[src/rtl/fmcw_pkg.sv]
// Shared definitions for the FMCW receive path.
//
// Purpose:
//   Configuration field positions, the decimation limit, the packed {Q, I}
//   sample types passed between axis_iq_boxcar_decim and axis_fmcw_window,
//   and a helper that converts a decimation exponent into a phase mask.
//
// Contents:
//   CFG_R_LSB / CFG_R_MSB : position of R inside cfg_data
//   R_MAX                 : largest decimation exponent (2^7 = 128)
//   CNT_W                 : width of the phase counter
//   iq_in_t / iq_out_t    : packed {Q, I} samples at ADC and integrated widths
//   blk_mask()            : 2^r - 1, i.e. the phase value of the last beat
package fmcw_pkg;

  localparam int CFG_R_LSB = 0;
  localparam int CFG_R_MSB = 2;
  localparam int R_MAX     = 7;
  localparam int CNT_W     = R_MAX;

  // Component widths of the packed stream types.
  localparam int IQ_IN_W   = 16;
  localparam int IQ_OUT_W  = 24;

  // {Q, I} with I in the LSBs, matching the AXI-Stream tdata layout.
  typedef struct packed {
    logic signed [IQ_IN_W-1:0] q;
    logic signed [IQ_IN_W-1:0] i;
  } iq_in_t;

  typedef struct packed {
    logic signed [IQ_OUT_W-1:0] q;
    logic signed [IQ_OUT_W-1:0] i;
  } iq_out_t;

  // Phase value of the final beat of a 2^r block: all-ones in the low r bits.
  function automatic logic [CNT_W-1:0] blk_mask(input logic [2:0] r);
    return 7'h7F >> (3'd7 - r);
  endfunction

endpackage

[src/rtl/iq_accum.sv]
// Per-component block accumulator.
//
// Purpose:
//   Holds the running sum of one I or Q component. The combinational sum
//   (stored partial sum + current sample) is exported so the parent can load
//   it into its output register on the completing beat, while the stored
//   partial sum clears in the same cycle.
//
// Ports:
//   clk_i      : clock
//   rst_ni     : synchronous active-low reset, clears the partial sum
//   restart_i  : discard the partial sum this cycle (chirp restart)
//   accept_i   : an input beat is consumed this cycle
//   last_i     : the consumed beat completes the block
//   sample_i   : signed input component (IN_W bits)
//   sum_o      : partial sum + sign-extended sample (OUT_W bits)
module iq_accum #(
  parameter int IN_W  = 16,
  parameter int OUT_W = 24
) (
  input  logic                    clk_i,
  input  logic                    rst_ni,
  input  logic                    restart_i,
  input  logic                    accept_i,
  input  logic                    last_i,
  input  logic signed [IN_W-1:0]  sample_i,
  output logic signed [OUT_W-1:0] sum_o
);

  logic signed [OUT_W-1:0] acc_q;
  logic signed [OUT_W-1:0] acc_d;
  logic signed [OUT_W-1:0] acc_base;
  logic signed [OUT_W-1:0] sample_ext;

  // A restart makes the current beat the first of a fresh block.
  assign acc_base   = restart_i ? '0 : acc_q;
  assign sample_ext = {{(OUT_W-IN_W){sample_i[IN_W-1]}}, sample_i};
  assign sum_o      = acc_base + sample_ext;

  always_comb begin
    acc_d = acc_base;
    if (accept_i) begin
      acc_d = last_i ? '0 : sum_o;
    end
  end

  always_ff @(posedge clk_i) begin
    if (!rst_ni) begin
      acc_q <= '0;
    end else begin
      acc_q <= acc_d;
    end
  end

endmodule

[src/rtl/axis_iq_boxcar_decim.sv]
// Boxcar I/Q decimator (integrate-and-dump) for the FMCW receive path.
//
// Purpose:
//   Sums 2^R consecutive complex samples into one output beat. The block
//   phase restarts on every rising edge of ramp so that downstream blocks
//   always receive whole, chirp-aligned blocks. The input cannot stall; a
//   result that completes while the single-entry output register is still
//   occupied and not being taken is dropped and counted.
//
// Build option:
//   AXIS_IQ_DECIM_NORM_EN defined : output is sum >>> R (block mean, floor)
//   undefined                     : raw sum (gain 2^R)
//
// Parameters:
//   IN_W  : signed width of each input component
//   OUT_W : signed width of each output component, must be >= IN_W + 7
//
// Ports:
//   aclk, aresetn          : clock, synchronous active-low reset
//   cfg_data[7:0]          : [2:0] = R, decimation 2^R; [7:3] ignored
//   ramp                   : chirp level; a rising edge restarts the block
//   sts_data[15:0]         : saturating count of dropped results
//   err_overrun            : one-cycle pulse per dropped result
//   s_axis_data_*          : input stream {Q, I}, tready 1 outside reset
//   m_axis_data_*          : output stream {Q_sum, I_sum}
module axis_iq_boxcar_decim
  import fmcw_pkg::*;
#(
  parameter int IN_W  = 16,
  parameter int OUT_W = 24
) (
  input  logic                 aclk,
  input  logic                 aresetn,
  input  logic [7:0]           cfg_data,
  input  logic                 ramp,
  output logic [15:0]          sts_data,
  output logic                 err_overrun,
  input  logic [2*IN_W-1:0]    s_axis_data_tdata,
  input  logic                 s_axis_data_tvalid,
  output logic                 s_axis_data_tready,
  output logic [2*OUT_W-1:0]   m_axis_data_tdata,
  output logic                 m_axis_data_tvalid,
  input  logic                 m_axis_data_tready
);

`ifdef AXIS_IQ_DECIM_NORM_EN
  localparam bit NORM_EN = 1'b1;
`else
  localparam bit NORM_EN = 1'b0;
`endif

  // Output scaling: arithmetic shift floors toward -inf.
  function automatic logic signed [OUT_W-1:0] norm(
    input logic signed [OUT_W-1:0] s,
    input logic [2:0]              r
  );
    return NORM_EN ? (s >>> r) : s;
  endfunction

  function automatic logic [15:0] sat_inc16(input logic [15:0] v);
    return (v == 16'hFFFF) ? v : v + 16'd1;
  endfunction

  // Control state
  logic             tready_q;
  logic             ramp_q;
  logic [CNT_W-1:0] cnt_q, cnt_d;
  logic [2:0]       r_q, r_d;

  // Output register
  logic                 vld_q, vld_d;
  logic [2*OUT_W-1:0]   data_q, data_d;
  logic [15:0]          sts_q, sts_d;
  logic                 err_q, err_d;

  logic [2:0]              cfg_r;
  logic [4:0]              unused_cfg;
  logic                    rise;
  logic                    accept;
  logic                    last;
  logic                    drop;
  logic [CNT_W-1:0]        cnt_base;
  logic signed [OUT_W-1:0] sum_i, sum_q;

  assign cfg_r      = cfg_data[CFG_R_MSB:CFG_R_LSB];
  assign unused_cfg = cfg_data[7:3];

  assign rise   = ramp & ~ramp_q;
  assign accept = s_axis_data_tvalid & tready_q;

  // A restart discards the partial block; the current beat (if any) is the
  // first beat of the new block. R is taken from cfg at every block start.
  assign cnt_base = rise ? '0 : cnt_q;
  assign r_d      = (rise || (cnt_q == '0)) ? cfg_r : r_q;

  // The completing beat is judged against the restarted phase, so a ramp
  // edge landing on the old block's last beat never emits the partial sum.
  // With R = 0 the restart beat forms a complete one-sample block itself.
  assign last = accept && (cnt_base == blk_mask(r_d));
  assign drop = last && vld_q && !m_axis_data_tready;

  always_comb begin
    cnt_d = cnt_base;
    if (accept) begin
      cnt_d = last ? '0 : cnt_base + 7'd1;
    end
  end

  iq_accum #(.IN_W(IN_W), .OUT_W(OUT_W)) u_acc_i (
    .clk_i     (aclk),
    .rst_ni    (aresetn),
    .restart_i (rise),
    .accept_i  (accept),
    .last_i    (last),
    .sample_i  (s_axis_data_tdata[IN_W-1:0]),
    .sum_o     (sum_i)
  );

  iq_accum #(.IN_W(IN_W), .OUT_W(OUT_W)) u_acc_q (
    .clk_i     (aclk),
    .rst_ni    (aresetn),
    .restart_i (rise),
    .accept_i  (accept),
    .last_i    (last),
    .sample_i  (s_axis_data_tdata[2*IN_W-1:IN_W]),
    .sum_o     (sum_q)
  );

  // A completion coinciding with a handshake reloads the register and keeps
  // tvalid high; one arriving while the held beat is stalled is dropped.
  always_comb begin
    vld_d  = vld_q;
    data_d = data_q;
    sts_d  = sts_q;
    err_d  = 1'b0;
    if (last) begin
      if (drop) begin
        err_d = 1'b1;
        sts_d = sat_inc16(sts_q);
      end else begin
        vld_d  = 1'b1;
        data_d = {norm(sum_q, r_d), norm(sum_i, r_d)};
      end
    end else if (vld_q && m_axis_data_tready) begin
      vld_d = 1'b0;
    end
  end

  always_ff @(posedge aclk) begin
    if (!aresetn) begin
      tready_q <= 1'b0;
      ramp_q   <= 1'b0;
      cnt_q    <= '0;
      r_q      <= '0;
      vld_q    <= 1'b0;
      data_q   <= '0;
      sts_q    <= '0;
      err_q    <= 1'b0;
    end else begin
      tready_q <= 1'b1;
      ramp_q   <= ramp;
      cnt_q    <= cnt_d;
      r_q      <= r_d;
      vld_q    <= vld_d;
      data_q   <= data_d;
      sts_q    <= sts_d;
      err_q    <= err_d;
    end
  end

  assign s_axis_data_tready = tready_q;
  assign m_axis_data_tvalid = vld_q;
  assign m_axis_data_tdata  = data_q;
  assign sts_data           = sts_q;
  assign err_overrun        = err_q;

endmodule

[config.mk]
export PLATFORM = sky130hd
export DESIGN_NAME = axis_iq_boxcar_decim
export DESIGN_NICKNAME = d
export VERILOG_FILES = /design/src/rtl/fmcw_pkg.sv /design/src/rtl/iq_accum.sv /design/src/rtl/axis_iq_boxcar_decim.sv
export SDC_FILE = /design/constraint.sdc
export NUM_CORES = 1
export LEC_CHECK = 0
export CORE_MARGIN = 10
export CORE_UTILIZATION = 55
export DETAILED_ROUTE_END_ITERATION = 10
export PLACE_DENSITY = 0.81
export SYNTH_ARGS = -nofsm -noshare
export SYNTH_HDL_FRONTEND = slang
export SYNTH_SLANG_ARGS = --single-unit
export TNS_END_PERCENT = 20
[constraint.sdc]
create_clock -name aclk -period 5 [get_ports aclk]
set_input_delay 1.25 -clock aclk [delete_from_list [all_inputs] [get_ports aclk]]
set_output_delay 1.25 -clock aclk [all_outputs]
set_load 0.1 [all_outputs]
-- Word-level counts from Yosys, hierarchy flattened
Cells that the tools add are included.
- memory bits (read-only): 0
- latch bits: 0
- bits in registers: 126
- bits of input ports: 45
- memory bits (writable): 0
- output and inout bits: 67
- memories kept: 0
- logic and storage cells: 51
- add/sub/neg operators: 5
- multipliers: 0
- divide/modulo/power cells: 0
- eq/ne operators: 3
- $lt $le $gt $ge: 0
- shift-type cells: 1
- muxes and demuxes: 15
- bitwise gates (word level): 5
- reduce and logical (&&, ||, !) cells: 12
- operators with widths (cell ; number):
    2-to-1 mux 24 bit ; 6
    adder 24 x 16 -> 24 bit ; 2
    2-to-1 mux 7 bit ; 3
    adder 16 x 1 -> 16 bit (second input constant) ; 1
    equality test 16 bit (second input constant) ; 1
    adder 7 x 1 -> 7 bit (second input constant) ; 1
    equality test 7 bit ; 1
    zero test 7 bit ; 1
    right shift 7 x 3 -> 7 bit (first input constant) ; 1
    AND reduction 2 bit ; 3
    2-to-1 mux 1 bit ; 5
    logical AND 1 bit ; 4
    2-to-1 mux 3 bit ; 1
    NOT 1 bit ; 3
    AND reduction 3 bit ; 1
    subtractor 3 bit (first input constant) ; 1
    AND 1 bit ; 2
    inequality test 2 bit (second input constant) ; 1
    nonzero test 2 bit ; 1
    zero test 1 bit ; 1
    logical OR 1 bit ; 1

-- Longest topological paths before layout
- depth after elaboration: 12
- depth in mapped cells: 17
- depth with buffers taken out: 13

-- Cells and area by module
From an unflattened synthesis, not the netlist that was laid out.
- cell total of the unflattened synthesis: 982
- area total of the unflattened synthesis: 8124.0 sq um
- modules (own cells, without submodules) (module ; instances ; cells an instance ; area each (sq um) ; sequential area each (sq um)):
    axis_iq_boxcar_decim ; 1 ; 421 ; 3648.5 ; 1561.5
    iq_accum (u_acc_i) ; 1 ; 286 ; 2250.9 ; 480.5
    iq_accum (u_acc_q) ; 1 ; 275 ; 2224.6 ; 480.5

-- Worst setup path after synthesis
OpenSTA, ideal clock, no wires.
- path type: in2reg
- start point: input port ramp
- end point: register u_acc_i.acc_q[23]
- data required time: 4.925 ns
- setup time: 0.075 ns
- stages on the path: 15
- arrival time: 4.444 ns
- buffers on the path: 3
- path slack: 0.482 ns
- cell sequence: nand2b_1 > clkbuf_1 > clkbuf_1 > clkbuf_1 > and2_1 > ha_1 > a211oi_1 > nor2_1 > o21ai_0 > o31ai_1 > a2111oi_0 > a211oi_1 > xor2_1 > or3b_2 > a31oi_1
- word-level cells in the longest chain between the ends: 9
- elaborated cells between the ends (all ways): 12
- classes of those cells: 2 x add/sub; 1 x eq/ne; 1 x shift; 5 x mux; 1 x bitwise; 2 x reduce/logical
- ends and longest elaborated chain (item ; RTL line ; text):
    from (decl) ; axis_iq_boxcar_decim.sv:35 ; input logic ramp,
    AND 1 bit (*) ; axis_iq_boxcar_decim.sv:88 ; assign rise = ramp & ~ramp_q;
    logical OR 1 bit ; axis_iq_boxcar_decim.sv:94 ; assign r_d = (rise || (cnt_q == '0)) ? cfg_r : r_q;
    2-to-1 mux 3 bit ; axis_iq_boxcar_decim.sv:94 ;
    subtractor 3 bit ; fmcw_pkg.sv:38 ; return 7'h7F >> (3'd7 - r);
    right shift 7 x 3 -> 7 bit ; fmcw_pkg.sv:38 ;
    equality test 7 bit ; axis_iq_boxcar_decim.sv:99 ; assign last = accept && (cnt_base == blk_mask(r_d));
    logical AND 1 bit ; axis_iq_boxcar_decim.sv:99 ;
    2-to-1 mux 24 bit ; iq_accum.sv:43 ; acc_d = last_i ? '0 : sum_o;
    2-to-1 mux 24 bit (*) ; iq_accum.sv:42 ; if (accept_i) begin
    to (signal assigned) ; iq_accum.sv:49 ; acc_q <= '0;
    to (signal assigned) ; iq_accum.sv:51 ; acc_q <= acc_d;
    to (decl) ; iq_accum.sv:30 ; logic signed [OUT_W-1:0] acc_q;
Every way passes the cells marked *; elsewhere a longest branch is shown, timed or not.
A chain may end at the register's enable or synchronous reset.

-- Worst setup path after layout
Ends and elaborated chain as after synthesis.

==> results by group <==
Run status
  – Outcome: finished clean

Die
  – Core Footprint: 13300 µm²
  – Die W: 136.7 µm
  – Initial core utilization: 0.5635
  – Row cnt: 42
  – I/O pin count: 112
  – Die boundary height: 136.7 µm
  – Die ar.: 18690 µm²

Clock network
  – Post-CTS Setup Inserts: 0
  – Resized cells post-CTS: 0
  – TritonCTS clock tree: built
  – Total CTS buffers: 17
  – Clk Latency, worst-skew pair: 0.44 ns
  – Htree depth: 4
  – CTS root buffer: clkbuf_16
  – # hold bufs at CTS: 0
  – Clk slew on worst S/H paths: 0.06 ns
  – CTS Sinks: 126
  – Clock Tree Buf Depth: 2

Pwr
  – Peak VDD IR: 0.1942 mV
  – PD cells: 297.9 nW/µm²
  – Power consumption: 2.826 mW
  – Leak Pwr: 3.791 nW

Run
  – Number of maximum-capacitance violations: 0

Synth
  – Largest family of logic cells by synthesized area: simple AND/OR/NAND/NOR gates
  – Compound-cell area share of the yosys netlist: 0.1922
  – Synth Area in Simple Gates: 0.2268
  – Gate Count Post-Synth: 925
  – Mean post-synth cell area: 8.100 µm²
  – Synthesized area: 7492 µm²
  – Synth area leaders: dfxtp_1 34%, ha_1 8.0%, mux2i_1 5.3%, nand2_1 4.8%, a21oi_1 4.7%
  – Library cells used by synthesis: 63
  – Most used DFF post-synth: dfxtp_1
  – XOR/XNOR Fraction of Synth Area: 0.05261
  – Post-synth ARST share: 0
  – Synthesized net count: 1020
  – Seq cells post-synth: 126
  – Post-synthesis adder-cell area fraction: 0.08550
  – EDFF count, synth: 0
  – Synth area leader: dfxtp_1
  – Seq/Total Area, Yosys: 0.3367
  – Area share of the largest cell type after synthesis: 0.3367
  – Synth warnings: 0
  – Post-synthesis mux area share: 0.06029

Route
  – Drt total wl: 19.75 mm
  – Residual DRC: 0
  – Initial DRC Count: 404
  – Drt first pass iters: 6
  – Via/cell ratio: 5.748
  – Wire length per cell: 16.18 µm
  – Vias: 7018
  – Antenna-violating nets left: 0

Layout
  – Inserted Diodes: 0
  – Final Cell Area: 9487 µm²
  – P&R area growth vs syn: 26.62%
  – Post-layout util: 0.7135
  – Final #Nets: 1127
  – Layout cell share with drive strength beyond 1: 0.08325
  – Final Non-Filler Cells: 1221

GRT
  – Most Used Layer, Global Route: met2
  – Total gr overflow: 0
  – First-pass GRT wire length: 32.21 mm
  – Met3 Track Usage GR: 0.06452
  – Met1 Use GR: 0.2567
  – Met2 Use GR: 0.3482
  – Overall Global Routing Usage: 0.2109
  – Antenna violations before repair: 0
  – Largest net degree at the start of global routing: 50
  – Vias in the first global route: 6706

STA
  – RSZ-0062 raised after global routing: false
  – Final Max Tran Viols: 0
  – Hold slack: 0.4543 ns
  – Post-layout min period: 4.769 ns
  – Final Hold Viols: 0
  – Fmax: 209.7 MHz
  – Slew @ Worst Pin: 1.026 ns
  – Tcrit/Tclk final: 0.9538
  – Setup tns final: 0 ns
  – Final Worst Setup Slack: 0.2311 ns
  – Clock skew: 0.007157 ns
  – Final setup violation count: 0
  – Slew margin rel.: 0.3141

Worst setup path
  – CP Max Fanout: 24
  – Critical Path Source Type: primary input
  – CP required: 5.36 ns
  – Crit Path Class: primary input to flip-flop
  – Worst Path Arrival: 5.13 ns
  – Crit. End Element: flip-flop

Worst hold path
  – HP Class: flip-flop to flip-flop

Placement
  – Placed Cells: 1189
  – I/O Buffers: 106
  – Post-DP HPWL: 13.75 mm
  – Placed Area: 8811 µm²
  – Placer Congestion: 0.9196
  – Worst slack, placed: -0.07578 ns
-- synthesized netlist by cell type, types with 2 or more instances --
master / n
a31oi_1: 13
o22ai_1: 12
a21o_1: 18
nor4_1: 3
nand2_1: 96
o31ai_1: 8
nor3_1: 11
buf_1: 4
nand2b_1: 21
fa_1: 2
a2111oi_0: 2
or3_1: 6
a211oi_1: 19
nand3_1: 56
a31o_2: 4
o32ai_1: 2
o21a_1: 4
o21ai_0: 39
nor2_1: 88
a2bb2oi_1: 2
or3b_2: 2
and2_1: 34
o21bai_1: 4
clkbuf_1: 33
ha_1: 48
mux2i_1: 40
buf_2: 8
xor2_1: 20
nor2b_1: 6
o21ba_2: 2
buf_6: 2
o41ai_1: 3
xnor2_1: 25
dfxtp_1: 126
or4_1: 5
a41oi_1: 3
a211oi_2: 2
o221a_2: 2
o2bb2ai_1: 2
nand4_1: 15
inv_1: 35
a21oi_1: 70
and3_1: 5
o211ai_1: 4
-- metal layers --
| layer | share of wire | vias to the layer above |
|---|---|---|
| met4 | 0.015 | 0 |
| met1 | 0.45 | 3266 |
| li1 | - | 3505 |
| met3 | 0.071 | 39 |
| met2 | 0.47 | 208 |
| met5 | 0 | - |
-- flip-flops by register name (all words and copies together) (netlist names) --
register            count
cnt_q                   7
m_axis_data_tvalid      1
sts_data               16
err_overrun             1
r_q                     3
u_acc_i.acc_q          24
s_axis_data_tready      1
m_axis_data_tdata      48
u_acc_q.acc_q          24
ramp_q                  1
-- cell families (layout without fill, tap and decap cells) --
group / Yosys count / after routing
adders and majority gates: 50 / 50
xor gates and xnor gates: 45 / 45
and+or+nand+nor: 354 / 354
buffers and inverters: 84 / 204
DFF: 126 / 126
AOI/OAI and AO/OA: 223 / 223
muxes: 43 / 43
-- area by class of cell --
cell class / count / area (µm²)
timing repair buffer: 136 / 1299
clock inverter: 10 / 181.4
clock buffer: 22 / 494.2
inverter: 36 / 135.1
sequential: 126 / 2522
fill: 1072 / 3809
tap: 176 / 220.2
multi-input combinational: 715 / 4634
-- power breakdown --
| group | internal (mW) | leakage, nW | switching [mW] |
|---|---|---|---|
| clock | 0.948 | 0.332 | 0.460 |
| sequential | 1.03 | 1.02 | 0.00795 |
| combinational | 0.156 | 2.44 | 0.225 |
-- critical path, cell delays in order --
cell             delay [ns]
clkdlybuf4s50_1        0.51
nand2b_2               0.33
buf_4                  0.29
and2_1                 0.17
ha_1                   0.32
a21oi_1                0.21
nand2_1                0.07
o21ai_0                0.25
o31ai_1                0.16
a2111oi_0              0.51
buf_4                  0.20
a211oi_1               0.04
xor2_1                 0.16
or3b_2                 0.47
a31oi_1                0.17
-- path summary, 6_finish.rpt --
check                             start                    end  slack, ns  cells after the start
setup / recovery                   ramp      u_acc_i.acc_q[23]       0.23                     15
hold reg to reg   m_axis_data_tdata[40]  m_axis_data_tdata[40]       0.45                      2
setup reg to reg                 ramp_q      u_acc_i.acc_q[23]       1.14                     14
hold / removal    m_axis_data_tdata[40]  m_axis_data_tdata[40]       0.45                      2
-- cell usage in the layout, fill, tap and decap left out, types with 8 or more instances in the layout --
| cell | netlist | final |
|---|---|---|
| xor2_1 | 20 | 20 |
| a21oi_1 | 70 | 70 |
| o21ai_0 | 39 | 39 |
| nor3_1 | 11 | 11 |
| mux2i_1 | 40 | 40 |
| o31ai_1 | 8 | 8 |
| a21o_1 | 18 | 18 |
| nand2_1 | 96 | 96 |
| o22ai_1 | 12 | 12 |
| clkbuf_16 | 0 | 17 |
| buf_4 | 1 | 29 |
| dfxtp_1 | 126 | 126 |
| nor2_1 | 88 | 88 |
| and2_1 | 34 | 34 |
| nand2b_1 | 21 | 20 |
| nand3_1 | 56 | 56 |
| xnor2_1 | 25 | 25 |
| nand4_1 | 15 | 15 |
| a31oi_1 | 13 | 13 |
| ha_1 | 48 | 48 |
| a211oi_1 | 19 | 19 |
| clkdlybuf4s50_1 | 0 | 106 |
| inv_1 | 35 | 35 |
Power figures use the tool's default switching activity.
